### src/rtl/sfu_drain_if.sv
// Output word stream from sfu_drain to the output SRAM write port.
// The master holds a word until the slave accepts it with out_ready.
interface sfu_drain_if #(
  parameter int psum_bw = 16,
  parameter int addr_bw = 8
);
  logic               out_valid;
  logic               out_ready;
  logic [psum_bw-1:0] out_data;
  logic [addr_bw-1:0] out_addr;
  logic               out_last;

  modport master (
    output out_valid, out_data, out_addr, out_last,
    input  out_ready
  );

  modport slave (
    input  out_valid, out_data, out_addr, out_last,
    output out_ready
  );
endinterface

### src/rtl/sfu_drain.sv
// Purpose: capture the parallel sfu psum bundle and stream it one channel per transfer to the output SRAM.
// Latency: load at edge k -> channel 0 valid after edge k; one word per cycle, done one cycle after the last word.
// Backpressure: out_valid is never retracted; without out_ready every output holds until the word is taken.
module sfu_drain #(
  parameter int psum_bw  = 16,
  parameter int input_ch = 16,
  parameter int addr_bw  = 8
) (
  input  logic                        clk,
  input  logic                        reset,
  input  logic [psum_bw*input_ch-1:0] psums_in,
  input  logic                        load,
  input  logic [addr_bw-1:0]          base_addr,
  output logic                        busy,
  output logic                        done,
  output logic                        overrun,
  sfu_drain_if.master                 out_if
);

  localparam int IDX_W = (input_ch > 1) ? $clog2(input_ch) : 1;
  localparam logic [IDX_W-1:0] LAST_IDX = IDX_W'(input_ch - 1);

  typedef enum logic [1:0] {
    IDLE  = 2'd0,
    DRAIN = 2'd1,
    DONE  = 2'd2
  } state_t;

  state_t             state_q, state_nxt;
  logic [IDX_W-1:0]   idx_q;
  logic [addr_bw-1:0] base_q;
  logic [psum_bw-1:0] shadow_q [input_ch];
  logic               overrun_q;

  logic capture;
  logic xfer;
  logic is_last;

  always_ff @(posedge clk) begin
    if (reset) begin
      state_q <= IDLE;
    end else begin
      state_q <= state_nxt;
    end
  end

  always_comb begin
    state_nxt = state_q;
    capture   = 1'b0;
    xfer      = 1'b0;
    is_last   = (idx_q == LAST_IDX);
    busy      = 1'b0;
    done      = 1'b0;
    out_if.out_valid = 1'b0;
    out_if.out_data  = '0;
    out_if.out_addr  = '0;
    out_if.out_last  = 1'b0;
    unique case (state_q)
      IDLE: begin
        if (load) begin
          capture   = 1'b1;
          state_nxt = DRAIN;
        end
      end
      DRAIN: begin
        busy             = 1'b1;
        out_if.out_valid = 1'b1;
        out_if.out_data  = shadow_q[idx_q];
        out_if.out_addr  = base_q + addr_bw'(idx_q);
        out_if.out_last  = is_last;
        xfer             = out_if.out_ready;
        if (xfer && is_last) begin
          state_nxt = DONE;
        end
      end
      DONE: begin
        busy      = 1'b1;
        done      = 1'b1;
        state_nxt = IDLE;
      end
      default: state_nxt = IDLE;
    endcase
  end

  always_ff @(posedge clk) begin
    if (reset) begin
      idx_q     <= '0;
      base_q    <= '0;
      overrun_q <= 1'b0;
    end else begin
      if (capture) begin
        idx_q  <= '0;
        base_q <= base_addr;
      end else if (xfer) begin
        idx_q <= is_last ? '0 : idx_q + 1'b1;
      end
      // Any load outside IDLE is dropped; remember that it happened.
      if (load && state_q != IDLE) begin
        overrun_q <= 1'b1;
      end
    end
  end

  // Shadow needs no reset: it is only read after a capture has filled it.
  always_ff @(posedge clk) begin
    if (capture && !reset) begin
      for (int i = 0; i < input_ch; i++) begin
        shadow_q[i] <= psums_in[psum_bw*i +: psum_bw];
      end
    end
  end

  assign overrun = overrun_q;

endmodule
### src/flat_wrapper.sv
// flat-port wrapper written by rule: the top's interface ports become plain ports
module sfu_drain_flat 
#(
  parameter int psum_bw  = 16,
  parameter int input_ch = 16,
  parameter int addr_bw  = 8
)
  (clk, reset, psums_in, load, base_addr, busy, done, overrun, out_if_out_valid, out_if_out_data, out_if_out_addr, out_if_out_last, out_if_out_ready);
  sfu_drain_if #(.psum_bw(psum_bw), .addr_bw(addr_bw)) out_if_i ();
  input  logic clk;
  input  logic reset;
  input  logic [psum_bw*input_ch-1:0] psums_in;
  input  logic load;
  input  logic [addr_bw-1:0] base_addr;
  output logic busy;
  output logic done;
  output logic overrun;
  output wire logic [$bits(out_if_i.out_valid)-1:0] out_if_out_valid;
  output wire logic [$bits(out_if_i.out_data)-1:0] out_if_out_data;
  output wire logic [$bits(out_if_i.out_addr)-1:0] out_if_out_addr;
  output wire logic [$bits(out_if_i.out_last)-1:0] out_if_out_last;
  input wire logic [$bits(out_if_i.out_ready)-1:0] out_if_out_ready;
  assign out_if_out_valid = out_if_i.out_valid;
  assign out_if_out_data = out_if_i.out_data;
  assign out_if_out_addr = out_if_i.out_addr;
  assign out_if_out_last = out_if_i.out_last;
  assign out_if_i.out_ready = out_if_out_ready;
  sfu_drain #(.psum_bw(psum_bw), .input_ch(input_ch), .addr_bw(addr_bw)) u_core (.clk(clk), .reset(reset), .psums_in(psums_in), .load(load), .base_addr(base_addr), .busy(busy), .done(done), .overrun(overrun), .out_if(out_if_i));
endmodule
### config.mk
export PLATFORM = sky130hd
export DESIGN_NAME = sfu_drain_flat
export DESIGN_NICKNAME = d
export VERILOG_FILES = /design/src/rtl/sfu_drain_if.sv /design/src/rtl/sfu_drain.sv /design/src/flat_wrapper.sv
export SDC_FILE = /design/constraint.sdc
export NUM_CORES = 1
export LEC_CHECK = 0
export ABC_AREA = 1
export CORE_MARGIN = 10
export CORE_UTILIZATION = 48
export DETAILED_ROUTE_END_ITERATION = 12
export GPL_ROUTABILITY_DRIVEN = 1
export PLACE_DENSITY = 0.78
export SLEW_MARGIN = 40
export SYNTH_ARGS = -nofsm -noshare
export SYNTH_HDL_FRONTEND = slang
export SYNTH_SLANG_ARGS = --single-unit
### constraint.sdc
create_clock -name clk -period 22.8 [get_ports clk]
set_input_delay 4.56 -clock clk [delete_from_list [all_inputs] [get_ports clk]]
set_output_delay 4.56 -clock clk [all_outputs]
set_load 0.01 [all_outputs]
==> impl_metrics.toml <==
[run_status]
outcome = "finished clean"

[placed_design]
dpl.hpwl_mm = 25.55
dpl.cell_count = 1695
placed_area_mm2 = 0.01490
port_buffers = 296
gp_congestion = 0.8590

[critical_path]
arrival_ns = 3.73
r2r-end = "u_core.shadow_q[2][11]"
critPathKind = "reg -> out"
ff2ff_path_depth = 6
cp-start-kind = "flop"
crit_path_max_fanout = 71
endpoint_kind = "output port"
r2r_slack_ns = 20.29
worstPathRequired_ns = 18.24
r2r-start = "u_core.state_q[0]"

[min_path]
min-delay-path-class = "reg -> reg"
hold_depth = 2
hold-path-endpoint = "u_core.overrun"
min_from = "u_core.overrun"

[synthesis]
ys_seq_elements = 275
synthAdderAreaFrac = 0.01025
yosysSeqAreaShare = 0.6883
yosysUniqueCellTypes = 25
yosysTopAreaCell = "edfxtp_1"
synthSimpleGateAreaFrac = 0.2069
syn_inst = 1118
synth_top_family_by_area = "simple AND/OR/NAND/NOR gates"
synthXorXnorAreaFrac = 0.0007472
synth.area.top_cells = "edfxtp_1, nand2_1, nand3_1, inv_1, dfxtp_1"
syn_area_mm2 = 0.01172
synthMuxAreaShare = 0
synth_top_area_share = 0.6558
yosysWarnings = 0
synth.avg_cell_area_um2 = 10.48
syn-num-nets = 1395
synth_compound_area_frac = 0.02146

[floorplan]
rows = 57
core-area_mm2 = 0.02418
die-height_um = 176.3
die-area_mm2 = 0.03107
chipWidth_um = 176.3
pin_count = 297
initial_core_util = 0.4848

[sta]
rsz0062_at_grt = "no"
hold_violations = 0
finClkSkew_ns = 0.01878
final.period_utilization = 0.3636
slew_viol_final = 0
setup_viol = 0
min_period_ns = 8.290
slew_headroom = 0.4565
fmax_ghz = 0.1206
holdWs_ns = 0.4733
fin_setup_tns_ns = 0
tightest_slew_ns = 0.8153

[layout]
drive_gt1_frac = 0.04149
nFillCells = 1854
multi_input_area_mm2 = 0.002813
final_area_mm2 = 0.01584
area_growth_pct = 35.10
final-instance-count-excl-fill = 1754
finalNetCount = 1680
area.sequential_mm2 = 0.008074
finish.utilization = 0.6550

[routing]
ant_nets = 0
viasPerCell = 5.055
drtPass1Iterations = 7
drc = 0
detail_route.iter0.violations = 814
vias = 8866
routedWlPerCell_um = 20.16
routed_wl_mm = 35.35

[clock_network]
cts_resized = 0
cts_root_buffer = "clkbuf_16"
post_cts_buffers = 0
holdBufCountCts = 0
cts_max_level = 1
clk_latency_ns = 0.56
cts_buffer_depth = 3
numCtsBuffers = 30
numClockSinks = 275
clk_pin_slew_ns = 0.06
cts_tree = "yes"

[pwr]
vdd_drop_max_v = 0.00005586
p_per_area_mw_per_mm2 = 73.85
total_leakage_power_nw = 6.438

[global_route]
grt.overflow.total = 0
grt_use_total = 0.2201
grt_pass1_vias = 9036
grt_pass1_wl_mm = 52.17
grt_max_degree = 90
antenna_found_initial = 8

[flow_run]
cap_viol_max_count = 0
## power by group
group          internal [W]  switching, W
sequential         0.000586    0.00000962
clock              0.000263      0.000192
combinational     0.0000612     0.0000577
## layout by cell type, fill, tap and decap left out, types with 2 or more instances in the layout
cell type,count
buf_4,8
edfxtp_1,256
o21ai_0,9
diode_2,8
dfxtp_2,2
dfxtp_1,16
a21oi_1,28
clkinv_1,6
clkdlybuf4s50_1,296
nor2_1,8
bufinv_16,2
inv_1,144
nand2_1,406
clkbuf_16,30
ha_1,8
or2_2,2
buf_6,3
nand3_1,167
clkbuf_1,7
clkinv_2,3
a22o_1,6
## sequential cells by signal (all words and copies together), names as in the netlist, named ones only
name	cells
u_core.idx_q	4
u_core.state_q	2
u_core.base_q	8
u_core.overrun	1
u_core.shadow_q	256
## per-layer routing
| metal | part of all wire | up-vias | wire (um) | global-route usage |
|---|---|---|---|---|
| met5 | 0.00074 | - | 26 | 0 |
| met4 | 0.029 | 4 | 1038 | 0.07983 |
| met3 | 0.090 | 65 | 3199 | 0.06920 |
| met2 | 0.50 | 354 | 17780 | 0.3769 |
| met1 | 0.38 | 4190 | 13300 | 0.2549 |
| li1 | - | 4253 | - | - |
## logic make-up after synthesis
| group | Yosys count |
|---|---|
| AO/OA/AOI/OAI | 45 |
| XOR/XNOR | 1 |
| buffers and inverters | 201 |
| AND/OR/NAND/NOR | 587 |
| flip-flops | 275 |
| adder cells (fa/ha/maj) | 9 |
## worst max-delay path, cell delays in order (launching register included)
cell             delay, ns
dfxtp_4               0.49
inv_4                 0.49
buf_4                 0.70
nand2_1               0.11
nand2_1               0.15
nand2_1               0.08
nand3_1               0.08
nand3_1               0.13
a21oi_1               0.18
clkdlybuf4s50_1       0.68
## worst max path at each step
| stage | from | end | depth (start not counted) |
|---|---|---|---|
| global placement | flop | out_if_out_data[5] | 9 |
| finish | flop | out_if_out_data[4] | 9 |
| floorplan | load | u_core.base_q[0] | 3 |
| CTS | flop | out_if_out_data[4] | 9 |
| detailed placement | flop | out_if_out_data[4] | 9 |
| global route | flop | out_if_out_data[5] | 9 |
## through the flow
stage	setup slack (ns)	total power (W)
detailed placement	15.11	0.0007242
global route	14.30	0.001208
global placement	15.16	0.0007216
finish	14.51	0.001170
CTS	14.50	0.001176
floorplan	6.079	0.0006640
## synth_stat cells
master / instances
nand2_1: 406
edfxtp_1: 256
nand3_1: 167
inv_1: 144
a21oi_1: 28
buf_2: 21
dfxtp_1: 19
buf_4: 16
clkbuf_1: 12
nor2_1: 9
o21ai_0: 9
ha_1: 8
a22o_1: 6
buf_1: 4
inv_2: 2
or2_2: 2
a31oi_1: 1
and2_1: 1
buf_6: 1
clkinv_1: 1
fa_1: 1
nand4_1: 1
nor2_2: 1
o211ai_1: 1
xor2_1: 1
## final cells by class
cell class                 count  area share
sequential                   275      0.5099
timing repair buffer         307      0.1930
multi-input combinational    642      0.1776
clock buffer                  37     0.04907
inverter                     147     0.03500
tap                          324     0.02560
clock inverter                14    0.008534
antenna                        8    0.001264
No activity file was read; power rests on OpenSTA's default activity.
